`config.mk`:
```
export PLATFORM = sky130hd
export DESIGN_NAME = mem_arbiter_flat
export DESIGN_NICKNAME = d
export VERILOG_FILES = /design/src/rtl/memory_pkg.sv /design/src/rtl/mem_arbiter_if.sv /design/src/rtl/mem_arb_starve.sv /design/src/rtl/mem_arbiter.sv /design/src/flat_wrapper.sv
export SDC_FILE = /design/constraint.sdc
export NUM_CORES = 1
export LEC_CHECK = 0
export BUFFER_PORTS_ARGS = -buffer_cell sky130_fd_sc_hd__clkbuf_2
export CORE_AREA = 4 4 121 123
export DETAILED_ROUTE_END_ITERATION = 8
export DIE_AREA = 0 0 125 127
export GPL_ROUTABILITY_DRIVEN = 1
export PLACE_DENSITY = 0.69
export SYNTH_ARGS = -nofsm -noshare
export SYNTH_HDL_FRONTEND = slang
export SYNTH_SLANG_ARGS = --single-unit
```
`constraint.sdc`:
```
create_clock -name clk -period 1.5 [get_ports clk]
set_input_delay 0.3 -clock clk [delete_from_list [all_inputs] [get_ports clk]]
set_output_delay 0.3 -clock clk [all_outputs]
set_load 0.02 [all_outputs]
```
`src/rtl/memory_pkg.sv`:
```
// memory_pkg: types shared by the memory arbiter and its requesters.
//   mem_read_req      : fetch/load request (valid, addr, size)
//   mem_write_req     : store request (valid, addr, size, strobe, data)
//   mem_arb_resp_t    : response toward a requester or from the bus (data_ok, data)
//   mem_arb_bus_req_t : request driven onto the shared bus
//   mem_arb_state_t   : arbiter state encoding (IDLE, BUSY_I, BUSY_D)
package memory_pkg;

  typedef struct packed {
    logic        valid;
    logic [31:0] addr;
    logic [1:0]  size;
  } mem_read_req;

  typedef struct packed {
    logic        valid;
    logic [31:0] addr;
    logic [1:0]  size;
    logic [3:0]  strobe;
    logic [31:0] data;
  } mem_write_req;

  typedef struct packed {
    logic        data_ok;
    logic [31:0] data;
  } mem_arb_resp_t;

  typedef struct packed {
    logic        valid;
    logic        is_write;
    logic [31:0] addr;
    logic [1:0]  size;
    logic [3:0]  strobe;
    logic [31:0] data;
  } mem_arb_bus_req_t;

  typedef logic [1:0] mem_arb_state_t;

  localparam mem_arb_state_t IDLE   = 2'd0;
  localparam mem_arb_state_t BUSY_I = 2'd1;
  localparam mem_arb_state_t BUSY_D = 2'd2;

  // Reads carry no strobe and no write data on the bus.
  function automatic mem_arb_bus_req_t bus_from_read(mem_read_req r);
    mem_arb_bus_req_t b;
    b          = '0;
    b.valid    = 1'b1;
    b.is_write = 1'b0;
    b.addr     = r.addr;
    b.size     = r.size;
    return b;
  endfunction

  function automatic mem_arb_bus_req_t bus_from_write(mem_write_req w);
    mem_arb_bus_req_t b;
    b          = '0;
    b.valid    = 1'b1;
    b.is_write = 1'b1;
    b.addr     = w.addr;
    b.size     = w.size;
    b.strobe   = w.strobe;
    b.data     = w.data;
    return b;
  endfunction

endpackage

```
`src/rtl/mem_arbiter_if.sv`:
```
// mem_arbiter_if: bundles the requester-side and bus-side signals of the arbiter.
//   ireq/iresp          : fetch request / response
//   dread/dwrite/dresp  : memory-stage load, store / response
//   breq/bresp          : shared bus request / response
// Modports: master = arbiter side, slave = requesters and bus model side.
interface mem_arbiter_if;
  import memory_pkg::*;

  mem_read_req      ireq;
  mem_arb_resp_t    iresp;
  mem_read_req      dread;
  mem_write_req     dwrite;
  mem_arb_resp_t    dresp;
  mem_arb_bus_req_t breq;
  mem_arb_resp_t    bresp;

  modport master (
    input  ireq, dread, dwrite, bresp,
    output iresp, dresp, breq
  );

  modport slave (
    output ireq, dread, dwrite, bresp,
    input  iresp, dresp, breq
  );
endinterface

```
`src/rtl/mem_arb_starve.sv`:
```
// mem_arb_starve: counts consecutive D-side grants made while a fetch waits.
//   clk, resetn : clock, asynchronous active-low reset
//   grant_d     : D-side grant this cycle
//   grant_i     : I-side grant this cycle
//   ireq_valid  : fetch request pending at the grant
//   force_i     : next IDLE grant must go to the I side
// Built only when MEM_ARB_STARVE_GUARD_EN is defined.
module mem_arb_starve #(
  parameter int STARVE_MAX = 4
) (
  input  logic clk,
  input  logic resetn,
  input  logic grant_d,
  input  logic grant_i,
  input  logic ireq_valid,
  output logic force_i
);

  localparam int CW = ($clog2(STARVE_MAX + 1) > 0) ? $clog2(STARVE_MAX + 1) : 1;

  logic [CW-1:0] count_reg;

  // A D grant with no fetch waiting breaks the streak. The count never
  // passes STARVE_MAX: at the limit either I wins or the streak breaks.
  always_ff @(posedge clk or negedge resetn) begin
    if (!resetn) begin
      count_reg <= '0;
    end else if (grant_i) begin
      count_reg <= '0;
    end else if (grant_d) begin
      count_reg <= ireq_valid ? count_reg + 1'b1 : '0;
    end
  end

  assign force_i = (count_reg == CW'(STARVE_MAX));

endmodule

```
`src/rtl/mem_arbiter.sv`:
```
// mem_arbiter: two-requester (fetch I, memory-stage D) arbiter onto one bus,
// one transaction outstanding at a time.
//   clk    : clock, rising edge
//   resetn : asynchronous active-low reset
//   bus    : mem_arbiter_if.master (ireq, dread, dwrite in; iresp, dresp out;
//            breq out, bresp in)
// Optional feature: MEM_ARB_STARVE_GUARD_EN enables the fetch starvation guard
// (STARVE_MAX consecutive D grants while I waits, then I is granted).
module mem_arbiter
  import memory_pkg::*;
#(
  parameter int STARVE_MAX = 4
) (
  input  logic         clk,
  input  logic         resetn,
  mem_arbiter_if.master bus
);

  mem_arb_state_t   state_reg, state_next;
  mem_arb_bus_req_t lat_reg, lat_next;
  logic             idle;
  logic             d_pending;
  logic             grant_i;
  logic             grant_d;
  logic             force_i;

  assign idle      = (state_reg == IDLE);
  assign d_pending = bus.dread.valid | bus.dwrite.valid;
  assign grant_i   = idle & bus.ireq.valid & (force_i | ~d_pending);
  assign grant_d   = idle & d_pending & ~grant_i;

`ifdef MEM_ARB_STARVE_GUARD_EN
  mem_arb_starve #(
    .STARVE_MAX(STARVE_MAX)
  ) u_starve (
    .clk       (clk),
    .resetn    (resetn),
    .grant_d   (grant_d),
    .grant_i   (grant_i),
    .ireq_valid(bus.ireq.valid),
    .force_i   (force_i)
  );
`else
  assign force_i = 1'b0;
  localparam int unused_starve_max = STARVE_MAX;
`endif

  always_comb begin
    state_next = state_reg;
    lat_next   = lat_reg;
    case (state_reg)
      IDLE: begin
        if (grant_d) begin
          state_next = BUSY_D;
          // A simultaneous load and store is illegal; the store wins.
          lat_next = bus.dwrite.valid ? bus_from_write(bus.dwrite)
                                      : bus_from_read(bus.dread);
        end else if (grant_i) begin
          state_next = BUSY_I;
          lat_next   = bus_from_read(bus.ireq);
        end
      end
      BUSY_I, BUSY_D: begin
        // Only valid drops on completion; the other fields stay as last issued.
        if (bus.bresp.data_ok) begin
          state_next     = IDLE;
          lat_next.valid = 1'b0;
        end
      end
      default: state_next = IDLE;
    endcase
  end

  always_ff @(posedge clk or negedge resetn) begin
    if (!resetn) begin
      state_reg <= IDLE;
      lat_reg   <= '0;
    end else begin
      state_reg <= state_next;
      lat_reg   <= lat_next;
    end
  end

  // lat_reg.valid is set exactly while BUSY, so it is the bus valid.
  assign bus.breq = lat_reg;

  // Bus response goes straight through to the current owner.
  always_comb begin
    bus.iresp = '0;
    bus.dresp = '0;
    if (state_reg == BUSY_I) begin
      bus.iresp = bus.bresp;
    end else if (state_reg == BUSY_D) begin
      bus.dresp = bus.bresp;
    end
  end

  a_d_exclusive: assert property (@(posedge clk) disable iff (!resetn)
    !(bus.dread.valid && bus.dwrite.valid));

endmodule

```
`src/flat_wrapper.sv`:
```
// flat-port wrapper written by rule: the top's interface ports become plain ports
module mem_arbiter_flat import memory_pkg::*;
#(
  parameter int STARVE_MAX = 4
)
  (clk, resetn, bus_ireq, bus_dread, bus_dwrite, bus_bresp, bus_iresp, bus_dresp, bus_breq);
  mem_arbiter_if bus_i ();
  input  logic clk;
  input  logic resetn;
  input wire logic [$bits(bus_i.ireq)-1:0] bus_ireq;
  input wire logic [$bits(bus_i.dread)-1:0] bus_dread;
  input wire logic [$bits(bus_i.dwrite)-1:0] bus_dwrite;
  input wire logic [$bits(bus_i.bresp)-1:0] bus_bresp;
  output wire logic [$bits(bus_i.iresp)-1:0] bus_iresp;
  output wire logic [$bits(bus_i.dresp)-1:0] bus_dresp;
  output wire logic [$bits(bus_i.breq)-1:0] bus_breq;
  assign bus_i.ireq = bus_ireq;
  assign bus_i.dread = bus_dread;
  assign bus_i.dwrite = bus_dwrite;
  assign bus_i.bresp = bus_bresp;
  assign bus_iresp = bus_i.iresp;
  assign bus_dresp = bus_i.dresp;
  assign bus_breq = bus_i.breq;
  mem_arbiter #(.STARVE_MAX(STARVE_MAX)) u_core (.clk(clk), .resetn(resetn), .bus(bus_i));
endmodule
```
; ---- Word-level counts from Yosys, hierarchy flattened
; Cells that the tools add are included.
; Widths: inputs -> output; s select.
[classes]
n_eq_ne = 4
mux = 12
bitwise = 7
n_reduce_logical = 7
[ops]
columns = op, count
row1 = $mux 72, 2
row2 = $mux 33, 3
row3 = $mux 71, 1
row4 = $mux 2, 3
row5 = $and 1x1->1, 4
row6 = $pmux 2 s2, 1
row7 = $reduce_and 2->1, 2
row8 = $reduce_bool 2->1, 2
row9 = $ne 3x3->1 const B, 1
row10 = $reduce_and 3->1, 1
row11 = $eq 2x1->1 const B, 1
row12 = $eq 2x2->1 const B, 1
row13 = $logic_not 2->1, 1
row14 = $ne 2x2->1 const B, 1
row15 = $not 1->1, 2
row16 = $pmux 1 s2, 1
row17 = $reduce_or 2->1, 1
row18 = $mux 1, 1
row19 = $or 1x1->1, 1
[totals]
reg_bits = 74
output_inout_bits = 138
elab_cells = 37

; ---- Longest topological paths before layout
[depth]
ltp_word = 7
mapped_depth = 7

; ---- Worst setup path before layout
; OpenSTA, ideal clock, no wires.
[synth_timing]
path_kind = flip-flop to output port
from = reg u_core.state_reg[1]
to = out bus_dresp[10]
arrival_time_ns = 1.364
required_time_ns = 1.200
slack_ns = -0.164
path_stages_with_launch = 6
n_path_buf = 1
cell_sequence = dfrtp_1 inv_1 ha_1 nor2b_1 clkbuf_1 and2_1
[synth_via]
elab_chain_cells = 3
[synth_rtl]
columns = item, line_no
row1 = "start, declared", mem_arbiter.sv:19  ; mem_arb_state_t state_reg, state_next;
row2 = "start signal, assigned", mem_arbiter.sv:79  ; state_reg <= state_next;
row3 = $eq 2x2->1, mem_arbiter.sv:93  ; end else if (state_reg == BUSY_D) begin
row4 = $mux 33, mem_arbiter.sv:93
row5 = $mux 33 *, mem_arbiter.sv:91  ; if (state_reg == BUSY_I) begin
row6 = "end, declared", flat_wrapper.sv:15  ; output wire logic [$bits(bus_i.dresp)-1:0] bus_dresp;
; Every way passes the cells marked *; elsewhere a longest branch is shown, timed or not.

; ---- Worst setup path after layout
[layout_timing]
from = reg u_core.state_reg[1]
to = out bus_dresp[17]
; The elaborated chain is that of the path after synthesis.

==> results.toml <==
[routing]
drt-initial-drc-count = 194
ant_nets = 0
wire_per_inst_um = 15.9
routed_wl_mm = 15.8
dr_total_vias = 4700
drc = 0
dr.pass1.iters = 4
via_per_inst = 4.72

[logic_synthesis]
async_flop_share = 1.00
yosys.cell_count.top_type = "dfrtp_1"
synth.distinct_cells = 31
syn_nets = 671
ys_top_cells_by_count = "dfrtp_1, inv_1, and2_1"
syn-cell-area_um2 = 4500
synth_edf_count = 0
netlist_top_cells_area = "dfrtp_1, and2_1, mux2i_1"
yosysSeqAreaShare = 0.412
ys_seq_elements = 74
synth_area_per_cell_um2 = 9.16
ys_warn_count = 0
synthFlopType = "dfrtp_1"
synth_top_area_frac = 0.412
synth_top_area_cell = "dfrtp_1"
synthCells = 491

[worst_setup_path]
end_kind = "output pin"
start_kind = "flop"
r2r_end = "u_core.bus.breq[4]"
reg2reg_depth = 7
path_max_fanout = 24
cp.arrival_ns = 1.62
crit_buf_inv = 3
worst-setup-path-type = "reg -> out"
r2r_slack_ns = -0.17
required_ns = 1.20
crit_chain = "inv_2 > ha_2 > nor2b_4 > buf_12 > and2_2 > clkbuf_8"
cpPeakStageDelay_ns = 0.40
critical_path.top_delay_family = "flip-flops"
cp_slowest_cell = "dfrtp_1"
r2r_start = "u_core.state_reg[0]"

[worst_hold_path]
hp-start = "bus_dwrite[7]"
min_delay_worst_endpoint = "u_core.bus.breq[7]"
min_path_cells = 3
hold_path_class = "in -> reg"

[sta]
worstMarginPinSlew_ns = 0.455
final-setup-viol-count = 139
min_period_over_period = 1.28
relSlewSlack = 0.697
setup_slack_ns = -0.424
max_freq_mhz = 520
setup_tns_ns = -33.12
grt_setup_unrepaired = "true"
finalClockSkew_ns = 0.00702
maxSlewViolCount = 0
hold_viol = 0
period_needed_ns = 1.92
timing.hold.ws_ns = 0.216

[cells_and_area]
layout-drive-gt1-share = 0.507
stdcell_count = 996
largest_register_ffs = 72
num_antenna_cells = 0
nets = 991
fillers = 1271
area_growth_pct = 59.9
postLayoutCoreUtil = 0.526
finalInstanceArea_um2 = 7190

[run_status]
status = "finished with violations"
violations = "setup timing"

[global_route]
track_usage = 0.187
grt-ovfl-total = 0
grt_pass1_vias = 4643
grt_pass1_wl_mm = 24.2
grt_max_degree = 75
grt_antenna_before_repair = 0

[clock_network]
clk_pin_slew_worst_paths_ns = 0.06
insertion_delay_ns = 0.34
clock-sinks = 74
cts_tree = "built"
clockRootBuffer = "clkbuf_16"
clockBufferDepth = 2
cts_buffers = 9
htreeDepth = 3

[placed_design]
dpl.hpwl_mm = 11.8
place_congestion = 0.797
numPortBuffers = 313
place_inst = 974
placed_area_um2 = 6520

[die]
ioPinCount = 314
die_h_um = 127
initial_core_util = 0.329
coreArea_um2 = 13700
rows = 43
die_area_um2 = 15900
dieWidth_um = 125

[power_and_ir_drop]
ir_drop_mv = 0.891
p_per_area_nw_per_um2 = 1880
cellLeakagePower_nw = 3.75

[job]
cap_violations = 0
timing repair:
item / 4_1_cts / 5_1_grt
hold buffers: 1 / 0
gates resized for setup: 51 / 56
buffers inserted: 1 / 2
cloned: 2 / 0
endpoints found under the hold margin: 69 / 0
pin swaps: 1 / 4
setup endpoints to repair: 139 / 140
metrics by stage:
stage / total power [mW] / setup slack [ns]
6_report: 13.5 / -0.424
5_1_grt: 14.4 / -0.515
4_1_cts: 13.5 / -0.465
3_5_place_dp: 10.8 / -0.163
3_3_place_gp: 10.8 / -0.109
2_1_floorplan: 8.07 / 0.00421
cells by family after synthesis:
family / count (synthesis) / share of synthesized area
muxes: 35 / 0.0782
and+or+nand+nor: 183 / 0.264
AOI/OAI and AO/OA: 77 / 0.120
DFF: 74 / 0.412
buffers and inverters: 118 / 0.115
adders and majority gates: 4 / 0.0111
how the worst max path moves through the flow:
stage	start	depth (start not counted)	end	slack, ns
5_1_grt	u_core.state_reg[0]	6	bus_dresp[0]	-0.52
3_3_place_gp	bus_ireq[34]	6	u_core.bus.breq[67]	-0.11
6_report	u_core.state_reg[1]	6	bus_dresp[17]	-0.42
4_1_cts	u_core.state_reg[1]	6	bus_dresp[20]	-0.46
2_1_floorplan	u_core.state_reg[1]	6	u_core.bus.breq[70]	0.004
3_5_place_dp	bus_dread[34]	6	u_core.bus.breq[62]	-0.16
routing by layer:
metal	GRT usage	wire length, um
met5	0	0
met4	0.0510	253
met3	0.0569	1230
met2	0.326	7920
met1	0.225	6390
cell type report:
type	instances	area, um2	area share
Clock inverter	6	65.1	0.00905
Sequential cell	74	1850	0.258
Inverter	73	274	0.0381
Clock buffer	10	239	0.0332
Multi-Input combinational cell	299	2230	0.310
Timing Repair Buffer	354	2310	0.321
Tap cell	180	225	0.0313
report_power, final:
group | switching (mW) | internal [mW]
Combinational | 4.54 | 3.39
Clock | 0.849 | 1.34
Sequential | 0.499 | 2.90
Total | 5.89 | 7.62
placed cells by master, fill, tap and decap left out, drive strengths merged:
cell	count
o221ai	34
o221a	1
nand2	2
inv	74
or2b	3
buf	66
dfrtp	74
mux2	1
nand4	36
a21boi	1
bufinv	1
nor2	1
clkinvlp	1
nor2b	3
nand3b	35
dlygate4sd3	1
and2	66
ha	4
mux2i	34
and3	1
or2	1
o311a	1
nand3	1
a21oi	1
or3b	1
o21ai	37
clkinv	3
clkbuf	295
nand2b	33
a22o	1
bufbuf	2
o2bb2ai	1
worst register-to-register path: cells and delay by family, from the launching register on:
kind                     cells  cell delay (ns)
flip-flops                   1             0.41
adder cells (fa/ha/maj)      1             0.23
buffers and inverters        4             0.62
AO/OA/AOI/OAI                2             0.28
Note: power is estimated with default switching activity, not from simulation.
